[src/rtl/fp_pkg.sv]
// Shared definitions for the front-panel event queue: the evt_data word layout
// and the format of entries stored in the event FIFO.
package fp_pkg;

  localparam int FP_EVT_CLICK   = 0;
  localparam int FP_EVT_CW      = 1;
  localparam int FP_EVT_SW      = 2;
  localparam int FP_EVT_VALID   = 3;
  localparam int FP_EVT_OVF     = 4;
  localparam int FP_EVT_SEQ_LSB = 5;

  localparam int FP_SEQ_W   = 3;
  // Stored entry is {seq, sw, cw, click}; valid and ovf are added at the read port.
  localparam int FP_ENTRY_W = FP_SEQ_W + 3;

  typedef struct packed {
    logic [FP_SEQ_W-1:0] seq;
    logic                ovf;
    logic                valid;
    logic                sw;
    logic                cw;
    logic                click;
  } fp_event_t;

endpackage

[src/rtl/fp_sync_fifo.sv]
// Generic first-word-fall-through FIFO. Push is accepted when full only if a
// pop frees a slot in the same cycle; pop on an empty FIFO is ignored.
module fp_sync_fifo #(
  parameter int WIDTH = 6,
  parameter int DEPTH = 8
) (
  input  logic                     clk,
  input  logic                     reset,
  input  logic                     push,
  input  logic                     pop,
  input  logic [WIDTH-1:0]         din,
  output logic [WIDTH-1:0]         dout,
  output logic                     full,
  output logic                     empty,
  output logic [$clog2(DEPTH):0]   level
);

  localparam int AW = $clog2(DEPTH);

  logic [WIDTH-1:0] mem [DEPTH];
  logic [AW-1:0]    wr_ptr;
  logic [AW-1:0]    rd_ptr;
  logic             do_push;
  logic             do_pop;

  assign full    = (level == (AW+1)'(DEPTH));
  assign empty   = (level == '0);
  assign do_pop  = pop && !empty;
  assign do_push = push && (!full || do_pop);
  assign dout    = mem[rd_ptr];

  always_ff @(posedge clk) begin
    if (do_push) mem[wr_ptr] <= din;
  end

  always_ff @(posedge clk) begin
    if (reset) begin
      wr_ptr <= '0;
      rd_ptr <= '0;
      level  <= '0;
    end else begin
      if (do_push) wr_ptr <= wr_ptr + 1'b1;
      if (do_pop)  rd_ptr <= rd_ptr + 1'b1;
      if (do_push && !do_pop)      level <= level + 1'b1;
      else if (!do_push && do_pop) level <= level - 1'b1;
    end
  end

endmodule

[src/rtl/fp_event_queue.sv]
// Front-panel encoder event queue: sequence-tagged event FIFO with sticky
// overflow, a saturating detent accumulator and a registered interrupt.
module fp_event_queue
  import fp_pkg::*;
#(
  parameter int DEPTH = 8,
  parameter int CNT_W = 8
) (
  input  logic                   clk,
  input  logic                   reset,
  input  logic                   evt_stb,
  input  logic                   evt_click,
  input  logic                   evt_clkwise,
  input  logic                   evt_switch,
  input  logic                   irq_enable,
  input  logic                   cpu_rd_stb,
  input  logic                   cpu_cnt_rd_stb,
  output logic [7:0]             evt_data,
  output logic [$clog2(DEPTH):0] evt_level,
  output logic [CNT_W-1:0]       detent_count,
  output logic                   irq
);

  localparam int LW = $clog2(DEPTH) + 1;
  localparam logic [CNT_W-1:0] CNT_MAX = {1'b0, {(CNT_W-1){1'b1}}};
  localparam logic [CNT_W-1:0] CNT_MIN = {1'b1, {(CNT_W-1){1'b0}}};

  logic                  fifo_full;
  logic                  fifo_empty;
  logic [FP_ENTRY_W-1:0] fifo_dout;
  logic [LW-1:0]         level_next;
  logic [FP_SEQ_W-1:0]   seq;
  logic                  overflow;
  logic                  ovf_next;
  logic                  push_ok;
  logic                  pop_ok;
  logic                  drop;
  logic                  click_evt;
  fp_event_t             head;

  assign pop_ok    = cpu_rd_stb && !fifo_empty;
  assign push_ok   = evt_stb && (!fifo_full || pop_ok);
  assign drop      = evt_stb && fifo_full && !cpu_rd_stb;
  assign click_evt = evt_stb && evt_click;

  fp_sync_fifo #(
    .WIDTH (FP_ENTRY_W),
    .DEPTH (DEPTH)
  ) u_fifo (
    .clk   (clk),
    .reset (reset),
    .push  (push_ok),
    .pop   (pop_ok),
    .din   ({seq, evt_switch, evt_clkwise, evt_click}),
    .dout  (fifo_dout),
    .full  (fifo_full),
    .empty (fifo_empty),
    .level (evt_level)
  );

  // Look-ahead level and overflow so irq lines up with the state it reports.
  always_comb begin
    level_next = evt_level;
    ovf_next   = overflow;
    if (push_ok && !pop_ok)      level_next = evt_level + 1'b1;
    else if (!push_ok && pop_ok) level_next = evt_level - 1'b1;
    if (drop)            ovf_next = 1'b1;
    else if (cpu_rd_stb) ovf_next = 1'b0;
  end

  always_ff @(posedge clk) begin
    if (reset) begin
      seq      <= '0;
      overflow <= 1'b0;
      irq      <= 1'b0;
    end else begin
      if (push_ok) seq <= seq + 1'b1;
      overflow <= ovf_next;
      irq      <= irq_enable && ((level_next != '0) || ovf_next);
    end
  end

  // A click coinciding with read-and-clear restarts the count at +/-1.
  always_ff @(posedge clk) begin
    if (reset) begin
      detent_count <= '0;
    end else if (cpu_cnt_rd_stb) begin
      if (click_evt) detent_count <= evt_clkwise ? CNT_W'(1) : '1;
      else           detent_count <= '0;
    end else if (click_evt) begin
      if (evt_clkwise && detent_count != CNT_MAX)       detent_count <= detent_count + 1'b1;
      else if (!evt_clkwise && detent_count != CNT_MIN) detent_count <= detent_count - 1'b1;
    end
  end

  always_comb begin
    head     = '0;
    head.ovf = overflow;
    if (!fifo_empty) begin
      head.seq   = fifo_dout[FP_ENTRY_W-1:3];
      head.valid = 1'b1;
      head.sw    = fifo_dout[2];
      head.cw    = fifo_dout[1];
      head.click = fifo_dout[0];
    end
    evt_data = head;
  end

endmodule

[config.mk]
export PLATFORM = sky130hd
export DESIGN_NAME = fp_event_queue
export DESIGN_NICKNAME = d
export VERILOG_FILES = /design/src/rtl/fp_pkg.sv /design/src/rtl/fp_sync_fifo.sv /design/src/rtl/fp_event_queue.sv
export SDC_FILE = /design/constraint.sdc
export NUM_CORES = 1
export LEC_CHECK = 0
export CAP_MARGIN = 20
export CORE_MARGIN = 4
export CORE_UTILIZATION = 62
export DETAILED_ROUTE_END_ITERATION = 12
export PLACE_DENSITY = 0.81
export RECOVER_POWER = 50
export SKIP_CTS_REPAIR_TIMING = 1
export SLEW_MARGIN = 30
export SYNTH_ARGS = -nofsm -noshare
export SYNTH_HDL_FRONTEND = slang
export SYNTH_HIERARCHICAL = 1
export SYNTH_SLANG_ARGS = --single-unit
[constraint.sdc]
create_clock -name clk -period 4.55 [get_ports clk]
set_input_delay 0.91 -clock clk [delete_from_list [all_inputs] [get_ports clk]]
set_output_delay 0.91 -clock clk [all_outputs]
set_load 0.05 [all_outputs]
; ---- Word level (Yosys, flattened, before mapping)
; Memories as Yosys holds them, arrays and structs flattened. A register that Yosys moved wholly into a read port is not among the register bits.
; Index checks and enable logic that the tools add are counted.
[classes]
n_addsub = 7
eq_ne = 3
n_mux = 18
reduce_logical = 31
[op_table]
columns = operator, n
row1 = 8-bit two-way mux, 6
row2 = 4-bit two-way mux, 5
row3 = 1-bit logical AND, 14
row4 = "3-bit by 1-bit adder with 3-bit output, second input constant", 3
row5 = 3-bit two-way mux, 3
row6 = "8-bit by 1-bit adder with 8-bit output, second input constant", 1
row7 = 1-bit logical NOT, 8
row8 = "8-bit by 7-bit inequality test with 1-bit output, second input constant", 1
row9 = "8-bit inequality test, second input constant", 1
row10 = "8-bit by 1-bit subtractor with 8-bit output, second input constant", 1
row11 = "4-bit by 1-bit adder with 4-bit output, second input constant", 1
row12 = "4-bit == test, second input constant", 1
row13 = 4-bit logical NOT, 1
row14 = 1-bit two-way mux, 4
row15 = 2-bit nonzero test, 2
row16 = 4-bit nonzero test, 1
row17 = "4-bit by 1-bit subtractor with 4-bit output, second input constant", 1
row18 = 1-bit logical OR, 3
row19 = 3-bit nonzero test, 1
row20 = 2-bit AND reduction, 1
[totals]
regBits = 23
mem_bits_rw = 48
inputBits = 9
output_inout_bits = 21
elab_cells = 67
memories = 1
[memory_table]
columns = memory, depth, width, rd, rd_ports_with_merged_regs, write_ports, line_no
row1 = u_fifo.mem, 8, 6, 1, 1, 1, fp_sync_fifo.sv:20  ; logic [WIDTH-1:0] mem [DEPTH];

; ---- Longest topological paths before layout
[logic_depth]
word_depth = 12
ltp_mapped = 11
depth_no_buf = 11

; ---- Cells and area by module
; The synthesis kept the hierarchy.
[by_module_without_submodules]
columns = module, instances, cells_each, area_per_inst_um2, seq_area_each_um2
row1 = fp_sync_fifo, 1, 141, 2462.4, 1701.6
row2 = fp_event_queue, 1, 135, 1144.8, 260.2

; ---- Least setup slack after synthesis
; No wires, ideal clock.
[synth_path]
path_type = register to register
start = register u_fifo.level[0]
end = register u_fifo.level[3]
setup_ns = 0.121
t_arrival_ns = 3.259
t_required_ns = 4.429
slack_ns = 1.170
stages_incl_launch_ff = 12
n_path_buf = 0
synth_period_minus_slack_ns = 3.380
path_cell_list = dfxtp_1 -> nor4_1 -> nand2b_1 -> inv_1 -> o21a_4 -> ha_1 -> inv_1 -> ha_1 -> a21oi_1 -> a211oi_1 -> a31oi_1 -> mux2_2
[synth_via]
elab_chain_len = 9
elab_cells_between_ends = 19
classes_between = add/sub: 2 / eq/ne: 1 / mux: 2 / reduce/logical: 14
[synth_lines]
columns = item, line_no
row1 = "start, declared", fp_sync_fifo.sv:15  ; output logic [$clog2(DEPTH):0] level
row2 = "start signal, assigned", fp_sync_fifo.sv:44  ; if (do_push && !do_pop) level <= level + 1'b1;
row3 = "start signal, assigned", fp_sync_fifo.sv:45  ; else if (!do_push && do_pop) level <= level - 1'b1;
row4 = 4-bit logical NOT *, fp_sync_fifo.sv:27  ; assign empty = (level == '0);
row5 = via fifo_empty, fp_event_queue.sv:29  ; logic fifo_empty;
row6 = 1-bit logical NOT *, fp_event_queue.sv:41  ; assign pop_ok = cpu_rd_stb && !fifo_empty;
row7 = 1-bit logical AND *, fp_event_queue.sv:41
row8 = via pop_ok, fp_event_queue.sv:36  ; logic pop_ok;
row9 = 1-bit logical OR or 1-bit logical AND (tied branches), "fp_event_queue.sv:42, fp_sync_fifo.sv:28"
row10 = 1-bit logical AND or 1-bit logical OR (tied branches), "fp_event_queue.sv:42, fp_sync_fifo.sv:29"
row11 = 1-bit logical AND *, fp_sync_fifo.sv:29  ; assign do_push = push && (!full || do_pop);
row12 = via u_fifo.do_push, fp_sync_fifo.sv:23  ; logic do_push;
row13 = 1-bit logical NOT, fp_sync_fifo.sv:45
row14 = 1-bit logical AND, fp_sync_fifo.sv:45
row15 = 2-bit nonzero test (no line), n/a
; Mark *: on every way through the listed nets, which the timed path passes. The rest lies on a longest branch. The select of a mux whose other input is x is not followed.
; A chain may end at the register's enable or synchronous reset.

==> results by stage <==
Run status:
- The run finished with clean final reports.

Route:
- Once detail routing completed, the nets flagged for antenna violations numbered 0.
- The iteration count of the initial detailed-routing pass is 4.
- The via density per instance is 5.98.
- In the routed design, unresolved DRC markers number 0.
- The number of vias in the routed layout is around 2.3k.
- After detailed routing, the average wire length per cell comes to 18.2 um.
- The final wirelength is approximately 7000 um.
- The DRC marker count from the first detailed-route iteration is 134.

Timing:
- The worst slew slack as a fraction of its limit is around 34%.
- For the pin with the worst max-slew slack, the measured transition is just under 1 ns.
- The worst path needs between 3 and 4 ns of the cycle, external delays included.
- After routing, the total negative slack on setup checks comes to 0 ns.
- Dividing the final minimum period by the clock period gives between 80% and 90%.
- The hold violation count in the final report is 0.
- Setup repair after global routing left no endpoint under its margin.
- Static timing analysis puts the maximum clock frequency at between 0.2 and 0.3 GHz.
- Setup violations remaining at the end of the flow were counted as 0.
- The worst clock skew is 0.00513 ns.
- The number of pins exceeding their max-slew limit in the final report is 0.

Placed design:
- Detailed placement finished with a half-perimeter wire length of about 4700 um.
- Buffers placed on the I/O ports in this run total 29.
- In this run the cell area measured after placement is 0.00398 mm^2.
- Routability-driven placement finished with a final weighted congestion of 0.831.

Cells and area:
- The antenna diode count is 0.
- From synthesis to final layout, the design area changed by 16.4%.
- The design area is around 0.0042 mm^2.
- Of the cells placed in the final design, the portion with a size suffix greater than 1 is between 15 and 20%.
- The post-layout net count is approximately 340.

Global route:
- Global routing used between 20% and 30% of the available tracks.
- For this run the aggregate overflow at the end of global routing stands at 0.
- The maximum number of pins on one net before global-route repair is 26.
- The first global-routing pass estimated between 10000 and 15000 um of wire.
- The number of global-route vias before repair is about 2.4k.
- The initial antenna violation count is 0.

Synthesis:
- For this run, the register share of the synthesized area comes to 54.4%.
- The number of warning messages in the yosys log is 6.
- The largest area contributor in the netlist is edfxtp_1.
- In the post-synthesis netlist, the biggest area contributors are edfxtp_1 (40%), dfxtp_1 (14%), mux4_2 (7.5%), ha_1 (5.2%), nor2_1 (3.2%).
- Counting every instance in the synthesized netlist gives 276.
- Counting flops and latches in the post-synthesis netlist gives 74.
- The number of nets in the synthesized netlist is 302.
- Counting flops with an async set or reset pin after synthesis yields a share of 0%.
- The post-synthesis cell area is 0.00361 mm^2.
- The netlist uses between 50 and 60 different library cells.
- The predominant post-synthesis flop cell is edfxtp_1.
- The area share of the leading cell type in the synthesized netlist is about 40%.
- The mean instance size in the synthesized netlist is between 10 and 15 um^2.
- The synthesized design contains 48 enable-type register cells.

Clocking:
- The number of levels in the clock H-tree is 3.
- Counting along the longest clock path gives a buffer depth of 2.
- After clock tree synthesis, the clock-pin slew on the worst setup and hold paths is ~0.080 ns.
- For this design, the sink count on the clock tree is 74.
- The CTS tree is built.
- Clock tree synthesis inserted a total of 9 buffers.
- The tree is rooted in a clkbuf_8.
- The clock latency reported for the late side of the worst-skew pair is between 0.3 and 0.4 ns.

Worst setup path:
- Of all nets on the critical path, the largest fanout is 12.
- The signal on the critical path passes through mux4_2 -> mux2_2 -> nor2b_1 -> clkdlybuf4s50_1.
- The largest incremental delay on the critical path is around 0.86 ns.
- In this run the worst setup path terminates at evt_data[2].
- The worst setup path is launched from a flop.
- The startpoint of the most critical register-to-register path is u_fifo/level[0].
- The worst reg-to-reg path cell count is 11.
- The data required time of the worst path is ~3.6 ns.
- Data on the critical path arrives at its endpoint at roughly 2.9 ns.
- The worst register-to-register path ends at u_fifo/level[3].
- The largest individual stage delay along the critical path comes from the cell dfxtp_1.
- The critical path is of the reg2out type.
- The worst setup path is captured at a primary output.
- The slack of the worst reg-to-reg path is 1.05 ns.

Floorplanning:
- The floorplan has 27 rows.
- The width of the die is around 84 um.
- The top-level port count is 30.
- The area inside the core boundary is between 0.005 and 0.006 mm^2.
- Measured along the y axis, the die boundary spans around 84 um.
- The overall die area is roughly 0.007 mm^2.
- Once the floorplan was initialized, standard cells occupied between 60% and 70% of the core.

Min path:
- The worst hold path belongs to the class reg2reg.

Power and ir drop:
- The power density over the cells is between 600 and 700 mW/mm^2.
- The maximum vdd ir drop is around 0.57 mV.
- In this run the static leakage power is 1.52 nW.
- Power comes to about 2.5 mW.

Job:
- Max-cap violations in this run came to 0.
sequential cells by signal, summed over array words and instances (netlist names), named ones only:
register       cells
overflow           1
seq                3
u_fifo/level       4
u_fifo/wr_ptr      3
u_fifo/rd_ptr      3
detent_count       8
u_fifo/mem        48
irq                1
logic make-up (layout without fill, tap and decap cells):
logic type | after synthesis | after routing | share of synthesized area [%]
AO/OA/AOI/OAI | 39 | 39 | 9.16
XOR/XNOR | 11 | 11 | 2.67
adder cells (fa/ha/maj) | 17 | 17 | 6.31
buffers and inverters | 23 | 63 | 2.57
flip-flops | 74 | 74 | 54.4
multiplexers | 27 | 27 | 11.9
AND/OR/NAND/NOR | 85 | 85 | 13.0
cells in the final DEF (no fill, tap or decap), types with 4 or more instances in the layout:
cell type and count:
clkdlybuf4s50_1 17, nor2_1 31, a221oi_1 6, nor2b_1 10, xnor2_1 5, nand2_1 7
ha_1 15, or3_1 4, dfxtp_1 26, nand2b_1 9, clkbuf_8 9, a211oi_1 4
inv_1 14, mux2_2 7, a21oi_1 6, dlygate4sd3_1 12, xor2_1 6, mux4_2 12
nor3_1 4, edfxtp_1 48, mux2i_1 8
synthesized netlist by cell type (3+ instances only):
cell	count
edfxtp_1	48
nor2_1	31
dfxtp_1	26
ha_1	15
inv_1	14
mux4_2	12
nor2b_1	10
nand2b_1	9
mux2i_1	8
mux2_2	7
nand2_1	7
a21oi_1	6
a221oi_1	6
xor2_1	6
clkbuf_1	5
xnor2_1	5
a211oi_1	4
nor3_1	4
or3_1	4
a31oi_1	3
nand3_1	3
nor3b_1	3
nor4b_1	3
metal layers:
| metal | part of all wire [%] | global-route usage, % | routed length [um] | vias up |
|---|---|---|---|---|
| met4 | 0.89 | 6.43 | 63 | 0 |
| met1 | 43 | 26.6 | 3060 | 1144 |
| met2 | 52 | 38.1 | 3690 | 50 |
| met3 | 3.3 | 4.71 | 235 | 6 |
| li1 | - | - | - | 1119 |
| met5 | 0 | 0 | 0 | - |
final cells by class:
cell class              count  area, um^2
fillers                   372        1380
repair buffers             33         317
clock inverters             6         115
flip-flops and latches     74        1960
multi-input cells         179        1530
clock buffers              10         128
well taps                  72        90.1
inverters                  14        52.6
worst min path at each step:
stage | slack (ns) | depth (start not counted) | to | startpoint
3_5_place_dp | 0.51 | 2 | detent_count[4] | detent_count[4]
3_3_place_gp | 0.50 | 2 | u_fifo/wr_ptr[0] | u_fifo/wr_ptr[0]
4_1_cts | 0.52 | 2 | detent_count[4] | detent_count[4]
6_report | 0.52 | 2 | detent_count[4] | detent_count[4]
2_1_floorplan | 0.49 | 2 | flop | u_fifo/rd_ptr[2]
5_1_grt | 0.55 | 2 | detent_count[4] | detent_count[4]
where the power goes:
part / total (mW) / switching (mW) / internal (mW) / leakage [nW]
clock: 0.601 / 0.235 / 0.366 / 0.117
sequential: 0.915 / 0.116 / 0.799 / 0.653
combinational: 1.03 / 0.597 / 0.432 / 0.750
critical path, delay by kind of cell (launching register included):
family | cells | cell delay [ns]
mux | 2 | 0.91
flops | 1 | 0.86
buf+inv | 1 | 0.69
simple gates | 1 | 0.13
through the flow:
stage / hold WS (ns) / utilization [%] / instances / setup WS, ns
final: 0.522 / 75.3 / 388 / 0.719
after global routing: 0.555 / 75.3 / 388 / 0.535
after CTS: 0.524 / 75.7 / 388 / 0.649
after detailed placement: 0.507 / 71.4 / 372 / 0.730
after global placement: 0.504 / 71.4 / 372 / 0.869
after floorplan: 0.490 / - / 276 / 1.17
Note: power is estimated with default switching activity, not from simulation.
